`src/rtl/cd_rx_des_gen.sv`:
```
// ---------------------------------------------------------------------------
// cd_rx_des_gen
//  Parametrised CDBUS/UART-style receive deserialiser. It sits after the rx
//  synchroniser and before the rx frame/CRC logic. It provides:
//  - a configurable data width and runtime parity
//  - 3-sample majority voting at the bit centre, with false-start rejection
//  - bus-idle detection
//  - dual-rate operation: the first character of a frame runs at div_ls and
//    later characters run at div_hs
//  - break and framing-error detection
//
// Parameters
//  DATA_BITS  data bits per character (5..16), LSB first
//  DIV_W      width of div_ls / div_hs
//  IDLE_W     width of idle_wait_len and the idle counter
//  MAJORITY   1: majority of three samples around the centre, 0: single sample
//
// Ports
//  clk, reset_n     system clock, async active-low reset
//  div_ls, div_hs   bit period minus one for low/high speed (clamped to >= 4)
//  idle_wait_len    high bit periods (div_ls) needed to declare the bus idle
//  parity_mode      00/11 none, 01 even, 10 odd (latched at start detection)
//  force_wait_idle  abort whatever is in progress and go to WAIT_IDLE
//  rx               synchronised receive line
//  bus_idle         high while in BUS_IDLE
//  data             last accepted character, valid with data_clk
//  data_clk         1-clk pulse, character accepted
//  parity_err       qualifies data_clk, parity mismatch
//  rx_break         1-clk pulse, break received
//  bit_err          1-clk pulse, framing error
//  glitch           1-clk pulse, false start bit rejected
//  bit_clk, bit_dat 1-clk pulse per data bit plus the sampled value (CRC feed)
// ---------------------------------------------------------------------------
module cd_rx_des_gen #(
   parameter int DATA_BITS = 8,
   parameter int DIV_W     = 16,
   parameter int IDLE_W    = 8,
   parameter int MAJORITY  = 1
) (
   input  logic                 clk,
   input  logic                 reset_n,
   input  logic [DIV_W-1:0]     div_ls,
   input  logic [DIV_W-1:0]     div_hs,
   input  logic [IDLE_W-1:0]    idle_wait_len,
   input  logic [1:0]           parity_mode,
   input  logic                 force_wait_idle,
   input  logic                 rx,
   output logic                 bus_idle,
   output logic [DATA_BITS-1:0] data,
   output logic                 data_clk,
   output logic                 parity_err,
   output logic                 rx_break,
   output logic                 bit_err,
   output logic                 glitch,
   output logic                 bit_clk,
   output logic                 bit_dat
);

   localparam int IDX_W = $clog2(DATA_BITS);
   localparam logic [IDX_W-1:0] LAST_IDX = IDX_W'(DATA_BITS - 1);

   localparam logic [2:0] ST_WAIT_IDLE = 3'd0;
   localparam logic [2:0] ST_BUS_IDLE  = 3'd1;
   localparam logic [2:0] ST_WAIT_DATA = 3'd2;
   localparam logic [2:0] ST_START     = 3'd3;
   localparam logic [2:0] ST_DATA      = 3'd4;
   localparam logic [2:0] ST_PARITY    = 3'd5;
   localparam logic [2:0] ST_STOP      = 3'd6;

   logic [2:0]           state;
   logic [DIV_W-1:0]     cnt;
   logic [DIV_W-1:0]     cur_div;
   logic [DIV_W-1:0]     idle_tmr;
   logic [IDLE_W-1:0]    idle_cnt;
   logic                 first;
   logic                 par_en;
   logic                 par_odd;
   logic                 par_bit;
   logic [IDX_W-1:0]     bit_idx;
   logic [DATA_BITS-1:0] shreg;
   logic                 vote0;
   logic                 vote1;

   logic [DIV_W-1:0]     ls_eff;
   logic [DIV_W-1:0]     hs_eff;
   logic [DIV_W-1:0]     half;
   logic [DIV_W-1:0]     half_m1;
   logic [DIV_W-1:0]     half_p1;
   logic                 samp_en;
   logic                 samp_val;
   logic                 vote;
   logic                 idle_full;
   logic                 par_exp;
   logic                 is_break;
   logic [DIV_W-1:0]     idle_tmr_nx;
   logic [IDLE_W-1:0]    idle_cnt_nx;

   // Very short periods leave no room for the three centre samples, so
   // dividers below 4 are clamped to 4.
   assign ls_eff  = (div_ls < DIV_W'(4)) ? DIV_W'(4) : div_ls;
   assign hs_eff  = (div_hs < DIV_W'(4)) ? DIV_W'(4) : div_hs;

   // With majority voting the decision lands one clock after the centre,
   // when the third sample (half+1) is the live rx value.
   assign half    = cur_div >> 1;
   assign half_m1 = half - DIV_W'(1);
   assign half_p1 = half + DIV_W'(1);
   assign vote    = (vote0 & vote1) | (vote0 & rx) | (vote1 & rx);
   assign samp_en  = (MAJORITY != 0) ? (cnt == half_p1) : (cnt == half);
   assign samp_val = (MAJORITY != 0) ? vote : rx;

   assign idle_full = (idle_cnt >= idle_wait_len);
   assign par_exp   = (^shreg) ^ par_odd;
   assign is_break  = (shreg == '0) && (!par_en || !par_bit);
   assign bus_idle  = (state == ST_BUS_IDLE);

   // Idle measurement always runs on the low-speed period. A low line restarts
   // it, and the count saturates instead of wrapping.
   always_comb begin
      idle_cnt_nx = idle_cnt;
      idle_tmr_nx = idle_tmr;
      if (!rx) begin
         idle_cnt_nx = '0;
         idle_tmr_nx = '0;
      end else if (idle_tmr >= ls_eff) begin
         idle_tmr_nx = '0;
         if (idle_cnt != '1) begin
            idle_cnt_nx = idle_cnt + IDLE_W'(1);
         end
      end else begin
         idle_tmr_nx = idle_tmr + DIV_W'(1);
      end
   end

   // Main receive sequencer. Status outputs are one-clock pulses registered on
   // the sample edge. The divider and parity mode are latched at the start
   // edge, so changes made mid-character are ignored until the next start.
   always_ff @(posedge clk or negedge reset_n) begin
      if (!reset_n) begin
         state      <= ST_WAIT_IDLE;
         cnt        <= '0;
         cur_div    <= '0;
         idle_tmr   <= '0;
         idle_cnt   <= '0;
         first      <= 1'b0;
         par_en     <= 1'b0;
         par_odd    <= 1'b0;
         par_bit    <= 1'b0;
         bit_idx    <= '0;
         shreg      <= '0;
         vote0      <= 1'b0;
         vote1      <= 1'b0;
         data       <= '0;
         data_clk   <= 1'b0;
         parity_err <= 1'b0;
         rx_break   <= 1'b0;
         bit_err    <= 1'b0;
         glitch     <= 1'b0;
         bit_clk    <= 1'b0;
         bit_dat    <= 1'b0;
      end else begin
         data_clk   <= 1'b0;
         parity_err <= 1'b0;
         rx_break   <= 1'b0;
         bit_err    <= 1'b0;
         glitch     <= 1'b0;
         bit_clk    <= 1'b0;

         if (force_wait_idle) begin
            state    <= ST_WAIT_IDLE;
            idle_cnt <= '0;
            idle_tmr <= '0;
         end else begin
            case (state)
               ST_WAIT_IDLE: begin
                  if (idle_full) begin
                     state <= ST_BUS_IDLE;
                  end else begin
                     idle_cnt <= idle_cnt_nx;
                     idle_tmr <= idle_tmr_nx;
                  end
               end

               ST_BUS_IDLE: begin
                  if (!rx) begin
                     state   <= ST_START;
                     cnt     <= '0;
                     cur_div <= ls_eff;
                     first   <= 1'b1;
                     par_en  <= ^parity_mode;
                     par_odd <= parity_mode[1];
                  end
               end

               ST_WAIT_DATA: begin
                  if (!rx) begin
                     state   <= ST_START;
                     cnt     <= '0;
                     cur_div <= hs_eff;
                     first   <= 1'b0;
                     par_en  <= ^parity_mode;
                     par_odd <= parity_mode[1];
                  end else if (idle_full) begin
                     state <= ST_BUS_IDLE;
                  end else begin
                     idle_cnt <= idle_cnt_nx;
                     idle_tmr <= idle_tmr_nx;
                  end
               end

               ST_START, ST_DATA, ST_PARITY, ST_STOP: begin
                  cnt <= (cnt >= cur_div) ? '0 : cnt + DIV_W'(1);
                  if (cnt == half_m1) vote0 <= rx;
                  if (cnt == half)    vote1 <= rx;

                  if (samp_en) begin
                     case (state)
                        ST_START: begin
                           if (samp_val) begin
                              glitch <= 1'b1;
                              state  <= first ? ST_BUS_IDLE : ST_WAIT_DATA;
                           end else begin
                              state   <= ST_DATA;
                              bit_idx <= '0;
                           end
                        end
                        ST_DATA: begin
                           shreg   <= {samp_val, shreg[DATA_BITS-1:1]};
                           bit_clk <= 1'b1;
                           bit_dat <= samp_val;
                           if (bit_idx == LAST_IDX) begin
                              state <= par_en ? ST_PARITY : ST_STOP;
                           end else begin
                              bit_idx <= bit_idx + IDX_W'(1);
                           end
                        end
                        ST_PARITY: begin
                           par_bit <= samp_val;
                           state   <= ST_STOP;
                        end
                        default: begin
                           // Leaving at mid-stop lets a next start edge
                           // that arrives early still be caught.
                           idle_cnt <= '0;
                           idle_tmr <= '0;
                           if (samp_val) begin
                              data       <= shreg;
                              data_clk   <= 1'b1;
                              parity_err <= par_en && (par_bit != par_exp);
                              state      <= ST_WAIT_DATA;
                           end else begin
                              if (is_break) begin
                                 rx_break <= 1'b1;
                              end else begin
                                 bit_err <= 1'b1;
                              end
                              state <= ST_WAIT_IDLE;
                           end
                        end
                     endcase
                  end
               end

               default: state <= ST_WAIT_IDLE;
            endcase
         end
      end
   end

endmodule

```
`config.mk`:
```
export PLATFORM = sky130hd
export DESIGN_NAME = cd_rx_des_gen
export DESIGN_NICKNAME = d
export VERILOG_FILES = /design/src/rtl/cd_rx_des_gen.sv
export SDC_FILE = /design/constraint.sdc
export NUM_CORES = 1
export LEC_CHECK = 0
export ABC_CLOCK_PERIOD_IN_PS = 8100
export CORE_AREA = 2 2 132 134
export CTS_CLUSTER_DIAMETER = 150
export DETAILED_ROUTE_END_ITERATION = 8
export DIE_AREA = 0 0 134 136
export GPL_TIMING_DRIVEN = 0
export HOLD_SLACK_MARGIN = 0.1
export PLACE_DENSITY = 0.7
export SLEW_MARGIN = 5
export SYNTH_ARGS = -nofsm -noshare
export SYNTH_HDL_FRONTEND = slang
export SYNTH_SLANG_ARGS = --single-unit
export TNS_END_PERCENT = 30
```
`constraint.sdc`:
```
create_clock -name clk -period 8.1 [get_ports clk]
set_input_delay 0.81 -clock clk [delete_from_list [all_inputs] [get_ports clk]]
set_output_delay 0.81 -clock clk [all_outputs]
set_load 0.1 [all_outputs]
```
==> results of run 1 <==
-- cell families (layout without fill, tap and decap cells) --
logic type	count (synthesis)	after routing	share of synthesized area [%]
flops	90	90	33.5
xor+xnor	39	39	5.08
simple gates	267	267	21.1
buf+inv	111	189	6.39
fa+ha+maj	51	51	9.49
mux	42	42	6.55
compound gates	182	182	17.8
-- worst max path at each step --
stage | from | endpoint
floorplan | cur_div[2] | data[7]
global placement | reset_n | cnt[15]
detailed placement | div_ls[13] | idle_cnt[1]
CTS | div_ls[13] | idle_cnt[1]
global route | div_ls[11] | idle_cnt[1]
finish | div_ls[15] | idle_cnt[1]
-- final cells by class --
cell class                 count  area share (%)
buffer                        40            2.04
clock buffer                   9            2.83
clock inverter                 7            1.08
inverter                      71            3.35
multi-input combinational    581            50.9
sequential                    90            28.3
tap                          225            3.54
timing repair buffer          62            7.95
-- per-stage QoR --
stage / util, % / setup slack [ns]
2_1_floorplan: - / 4.94
3_3_place_gp: 45.1 / 2.83
3_5_place_dp: 45.3 / 3.74
4_1_cts: 47.1 / 4.11
5_1_grt: 47.2 / 3.79
6_report: 47.2 / 4.01
-- flip-flops by register name, summed over array words and instances, names as in the netlist, 3 cells and up --
register / flops
cur_div: 16
shreg: 7
idle_tmr: 16
bit_idx: 3
idle_cnt: 8
data: 8
state: 3
cnt: 16
-- cells in the mapped netlist (6+ instances only) --
cell | count | share of area [%]
a211oi_1 | 13 | 1.5
a21o_1 | 12 | 1.3
a21oi_1 | 45 | 3.4
a222oi_1 | 9 | 1.3
a31oi_1 | 17 | 1.6
and3_1 | 16 | 1.5
and4_1 | 6 | 0.78
buf_2 | 6 | 0.45
clkbuf_1 | 32 | 1.8
dfrtp_1 | 90 | 34
ha_1 | 51 | 9.5
inv_1 | 71 | 4.0
mux2_2 | 16 | 2.7
mux2i_1 | 26 | 3.9
nand2_1 | 64 | 3.6
nand2b_1 | 13 | 1.2
nand3_1 | 26 | 1.9
nand4_1 | 19 | 1.8
nor2_1 | 50 | 2.8
nor2b_1 | 7 | 0.65
nor3_1 | 15 | 1.1
nor4_1 | 19 | 1.8
o21ai_0 | 38 | 2.8
o22ai_1 | 6 | 0.56
xnor2_1 | 21 | 2.7
xor2_1 | 18 | 2.3
-- per-layer routing --
metal / up-vias / track usage, %
met5: - / 0
met4: 0 / 6.09
met3: 21 / 3.06
met2: 220 / 32.2
met1: 2907 / 28.2
li1: 3010 / -
-- where the power goes --
part	leakage [uW]	total [uW]	switching, uW	internal, uW
clock network	0.000153	437	192	245
logic	0.00228	619	375	244
registers	0.00118	554	51.3	503
-- cell usage in the layout (no fill, tap or decap), drive strengths merged, types with 20 or more instances in the layout --
| cell type | count |
|---|---|
| dfrtp | 90 |
| a21oi | 45 |
| nor2 | 50 |
| ha | 51 |
| clkdlybuf4s50 | 59 |
| o21ai | 38 |
| xnor2 | 21 |
| inv | 73 |
| nor4 | 20 |
| clkbuf | 42 |
| mux2i | 26 |
| nand2 | 64 |
| nand3 | 26 |
==> results.md, run 1 <==
* Leakage at 0.00362 uW
* Detail Route met2 WL at 8120 um
* Post-synth EDFFs at 0
* Slowest-stage cell, CP: clkdlybuf4s50_1
* Metal3 WL at 1070 um
* Area occupied by multi-input gates at 4050 sq um
* Buf/Inv on CP at 2
* Top delay family on crit path: compound AO/OA/AOI/OAI gates
* Max VDD drop at 0.146 mV
* Avg Cell Area, Syn at 8.60 sq um
* Register area share after synthesis at 33.5%
* Fin crit period at 4.09 ns
* CTS tree: done
* PwrDens at 202 nW/um^2
* Status: finished, final reports clean
* Post-route insts no fill at 1085
* Maximum root-to-sink buffer count at 2
* Final worst path period share at 50.5%
* GPL Wtd Cong at 0.957
* Root Buffer: clkbuf_16
* Global-route wire length before repair at 29500 um
* Final Setup Violations at 0
* # clock sinks at 90
* RR Endpoint: idle_cnt[1]
* CTS hold repair buffers at 0
* Fmax at 245 MHz
* CTS Buf Count at 9
* Vias in the first global route at 5864
* Initial antenna violation count at 0
* Hold WS at 0.360 ns
* Reg clk slew, reported paths at 0.07 ns
* Inserted Diodes at 0
* CP Cell Sequence: clkdlybuf4s50_1, nor4_1, nand4_1, nor2b_1, ha_1, nand2_1, o21ai_0, a211o_1, a21o_1, clkbuf_1, nand2_1, a21oi_1, o21ai_0
* Routed WL at 17900 um
* Maxcap violations at 0
* Vias at 6158
* Setup bufs post-CTS at 0
* Crit path capture type: flip-flop
* FILL cells at 1629
* Placed cell areas at 7640 sq um
* Port bufs at 60
* Worst min path class: in2async
* Top Layer Used: met4
* Skew-Pair Late Insertion Delay at 0.35 ns
* Syn_nets at 879
* CP Data Arrival Time at 4.30 ns
* Met1 WL at 8390 um
* Final instance area at 7960 sq um
* Measured slew at the worst slew-check pin at 1.17 ns
* Worst slew margin at 21.1%
* Worst clock skew at 0.00974 ns
* Die Area at 18200 sq um
* Routed length per placed instance at 16.5 um
* Post-synth ARST share at 100%
* Worst setup SP type: input port
* Grt total ovfl at 0
* Core area at 16900 sq um
* DRT antenna net count at 0
* Final hold vios at 0
* DRT iter0 DRCs at 527
* Max incr delay on CP at 0.49 ns
* R2R setup slack at 4.45 ns
* Unique masters post-synth at 65
* Number of core rows at 48
* Mapped Area at 6720 sq um
* Vias/cell at 5.68
* Gr usage total at 20.2%
* Layout cells sized above 1 at 6.28%
* Seq cells post-synth at 90
* RSZ-0062 raised after global routing: no
* Cells after DPL at 1069
* Number of synthesis warnings at 0
* Setup TNS at 0 ns
* Required time of the critical path at 8.31 ns
* Detailed-routing iteration count for the pre-antenna-repair pass at 6
* FF-to-FF Start: cur_div[2]
* Die width at 134 um
* Area delta synth->final at 18.4%
* IO Count at 62
* Fin. max-slew vios at 0
* Critical path peak fanout at 10
* Cell count after synthesis at 782
* FF-to-FF path depth at 10
* Fin nets at 952
* Prevailing post-synth register cell: dfrtp_1
* DRC viols at 0
* Htree depth at 3
* Die Ht at 136 um
* Crit. path cell count at 13
* Crit Path Class: in2reg
* Starting Density at 39.8%
* Dpl hpwl at 13900 um
* Post-CTS sizing at 0
* Largest net degree at the start of global routing at 69
* Power, Total at 1610 uW
* Register area at 2250 sq um
Power figures use the tool's default switching activity.
==> run 2, diff against run 1 <==
--- a/config.mk
+++ b/config.mk
@@ -5,14 +5,14 @@
 export SDC_FILE = /design/constraint.sdc
 export NUM_CORES = 1
 export LEC_CHECK = 0
-export ABC_CLOCK_PERIOD_IN_PS = 8100
+export ABC_CLOCK_PERIOD_IN_PS = 3490
 export CORE_AREA = 2 2 132 134
 export CTS_CLUSTER_DIAMETER = 150
 export DETAILED_ROUTE_END_ITERATION = 8
 export DIE_AREA = 0 0 134 136
 export GPL_TIMING_DRIVEN = 0
 export HOLD_SLACK_MARGIN = 0.1
-export PLACE_DENSITY = 0.7
+export PLACE_DENSITY = 0.72
 export SLEW_MARGIN = 5
 export SYNTH_ARGS = -nofsm -noshare
 export SYNTH_HDL_FRONTEND = slang
==> constraint.sdc (replaced) <==
create_clock -name clk -period 3.49 [get_ports clk]
set_input_delay 0.349 -clock clk [delete_from_list [all_inputs] [get_ports clk]]
set_output_delay 0.349 -clock clk [all_outputs]
set_load 0.1 [all_outputs]
==> run 2 against run 1 <==
Register-to-register slack got worse by 4.3 ns; clock-buffer cell count rose by 1; critical path depth fell by 2; clock skew rose by 0.00053 ns.
==> results.md, run 2 (same netlist as run 1, synthesis figures left out) <==
* Final hold vios at 0 (unchanged)
* # clock sinks at 90 (unchanged)
* Initial antenna violation count at 0 (unchanged)
* Final worst path period share at 96.8%
* Die Ht at 136 um (unchanged)
* Fmax at 296 MHz
* CTS Buf Count at 9 (unchanged)
* Die width at 134 um (unchanged)
* Core area at 16900 sq um (unchanged)
* Final Setup Violations at 0 (unchanged)
* Number of core rows at 48 (unchanged)
* Crit path capture type: flip-flop
* Crit Path Class: reg2reg
* Port bufs at 60 (unchanged)
* Reg clk slew, reported paths at 0.07 ns (about the same)
* Fin crit period at 3.38 ns
* FF-to-FF path depth at 11 (+1)
* DRT iter0 DRCs at 477 (-9.5%)
* Gr usage total at 20.7% (+0.51 points)
* Required time of the critical path at 3.72 ns (-4.59 ns)
* Htree depth at 3 (unchanged)
* Largest net degree at the start of global routing at 68 (-1.4%)
* Most frequent cells in the layout: 87 x dfrtp_1, 71 x inv_1, 64 x nand2_1
* Vias in the first global route at 6009 (+2.5%)
* Dpl hpwl at 14000 um (+0.34%)
* GPL Wtd Cong at 0.929 (-2.9%)
* Max VDD drop at 0.365 mV (+150%)
* Worst clock skew at 0.0103 ns (+0.000531 ns)
* Slowest-stage cell, CP: or4_1
* IO Count at 62 (unchanged)
* Fin nets at 957 (+0.53%)
* CP Cell Sequence: inv_1, ha_1, xnor2_2, o211ai_1, or4b_1, or4_1, buf_4, buf_2, buf_2, a211oi_1, mux2i_1
* RR Endpoint: idle_tmr[2]
* Grt total ovfl at 0 (unchanged)
* PwrDens at 483 nW/um^2 (+140%)
* CP Data Arrival Time at 3.61 ns (-0.69 ns)
* Worst slack at placement at -0.338 ns (-4.08 ns)
* Critical path peak fanout at 10 (unchanged)
* Max incr delay on CP at 0.56 ns (+0.07 ns)
* Inserted Diodes at 0 (unchanged)
* Worst setup SP type: flip-flop
* End of the critical path: idle_tmr[2]
* Most used cell, CP: buf_2
* Commonest non-fill, non-tap cell in the layout: dfrtp_1
* DRC viols at 0 (unchanged)
* Final worst setup slack at 0.110 ns (-3.90 ns)
* Area delta synth->final at 20.8%
* Worst min path class: in2async
* Root Buffer: clkbuf_16
* Die Area at 18200 sq um (unchanged)
* Detailed-routing iteration count for the pre-antenna-repair pass at 5 (-1)
* Setup TNS at 0 ns (unchanged)
* Leakage at 0.00369 uW (+1.9%)
* DRT antenna net count at 0 (unchanged)
* Vias/cell at 5.72 (+0.74%)
* Top flop regs: cnt: 16 flops, cur_div: 16 flops, idle_tmr: 16 flops
* Status: finished, final reports clean
* Maxcap violations at 0 (unchanged)
* R2R setup slack at 0.11 ns (-4.34 ns)
* Routed length per placed instance at 16.7 um (+1.4%)
* Measured slew at the worst slew-check pin at 1.12 ns (-0.0535 ns)
* Vias at 6232 (+1.2%)
* Layout cells sized above 1 at 9.02% (+2.7 points)
* Worst setup startpoint: cur_div[1]
* CTS tree: done
* Maximum root-to-sink buffer count at 2 (unchanged)
* Global-route wire length before repair at 30300 um (+2.8%)
* FILL cells at 1571 (-3.6%)
* Fin. max-slew vios at 0 (unchanged)
* Hold WS at 0.447 ns (+0.0878 ns)
* FF-to-FF Start: cur_div[1]
* Skew-Pair Late Insertion Delay at 0.36 ns (about the same)
* Routed WL at 18200 um (+1.8%)
* Worst slew margin at 24.7% (+3.6 points)
* Starting Density at 39.8% (unchanged)
==> run 2: changes by cell type in the layout (fill, tap and decap cells not counted), moves of 3 or more <==
cell,before,now
buf_4,3,10
dfrtp_1,90,87
dfrtp_2,0,3
clkbuf_1,32,23
clkbuf_2,1,7
==> run 2: metrics by stage <==
| step | instance area (sq um) | instances | total power [uW] | utilization, % |
|---|---|---|---|---|
| 2_1_floorplan | 6720 | 782 | 2300 | - |
| 3_3_place_gp | 7600 | 1067 | 2680 | 45.1 |
| 3_5_place_dp | 7650 | 1069 | 2710 | 45.3 |
| 4_1_cts | 8020 | 1088 | 3830 | 47.5 |
| 5_1_grt | 8120 | 1090 | 4170 | 48.1 |
| 6_report | 8120 | 1090 | 3930 | 48.1 |
==> run 2: where the power goes <==
group	internal [uW]	switching (uW)	total, uW
registers	1170	162	1330
logic	619	864	1480
clock network	658	454	1110
total	2450	1480	3930
==> run 2: timing repair <==
| item | in CTS | in global routing |
|---|---|---|
| endpoints found under the setup margin | 23 | 50 |
| hold endpoints to repair | 23 | 0 |
| hold buffers | 1 | 0 |
| pin swaps | 1 | 2 |
| gates resized for setup | 5 | 20 |
| setup buffers | 2 | 5 |
==> run 2: worst min-delay path by stage <==
stage | startpoint | to | slack, ns | depth (start not counted)
3_3_place_gp | cur_div[0] | cur_div[0] | 0.46 | 2
3_5_place_dp | reset_n | idle_tmr[1] | 0.29 | 1
5_1_grt | reset_n | idle_cnt[5] | 0.48 | 2
2_1_floorplan | reset_n | bit_clk | 0.05 | 0
6_report | reset_n | idle_cnt[5] | 0.45 | 2
4_1_cts | reset_n | idle_cnt[5] | 0.45 | 2
==> run 2: final cells by class <==
| class | instances | area, sq um | share of cell area (%) |
|---|---|---|---|
| buffer | 37 | 159 | 1.96 |
| clock buffer | 10 | 239 | 2.94 |
| clock inverter | 6 | 96.3 | 1.19 |
| inverter | 71 | 267 | 3.28 |
| multi-input combinational | 581 | 4130 | 50.8 |
| sequential | 90 | 2260 | 27.8 |
| tap | 225 | 282 | 3.47 |
| timing repair buffer | 70 | 696 | 8.56 |
==> run 2: layer usage <==
layer	GRT usage, %	up-vias	part of all wire [%]
met5	0	-	0
met4	6.74	0	2.0
met3	3.58	31	5.4
met2	33.0	206	46
met1	28.5	2985	47
li1	-	3010	-
==> run 2: critical path: cells and delay by family, from the launching register on <==
| kind | cells | cell delay [ns] |
|---|---|---|
| DFF | 1 | 0.43 |
| adders and majority gates | 1 | 0.34 |
| buffers and inverters | 4 | 0.72 |
| xor gates and xnor gates | 1 | 0.19 |
| muxes | 1 | 0.11 |
| AOI/OAI and AO/OA | 2 | 0.38 |
| and+or+nand+nor | 2 | 1.09 |
==> run 3, diff against run 2 <==
--- a/config.mk
+++ b/config.mk
@@ -6,6 +6,7 @@
 export NUM_CORES = 1
 export LEC_CHECK = 0
 export ABC_CLOCK_PERIOD_IN_PS = 3490
+export CAP_MARGIN = 10
 export CORE_AREA = 2 2 132 134
 export CTS_CLUSTER_DIAMETER = 150
 export DETAILED_ROUTE_END_ITERATION = 8
==> results of run 3 <==
Final layout, timing and power as in run 2 (identical DEF).
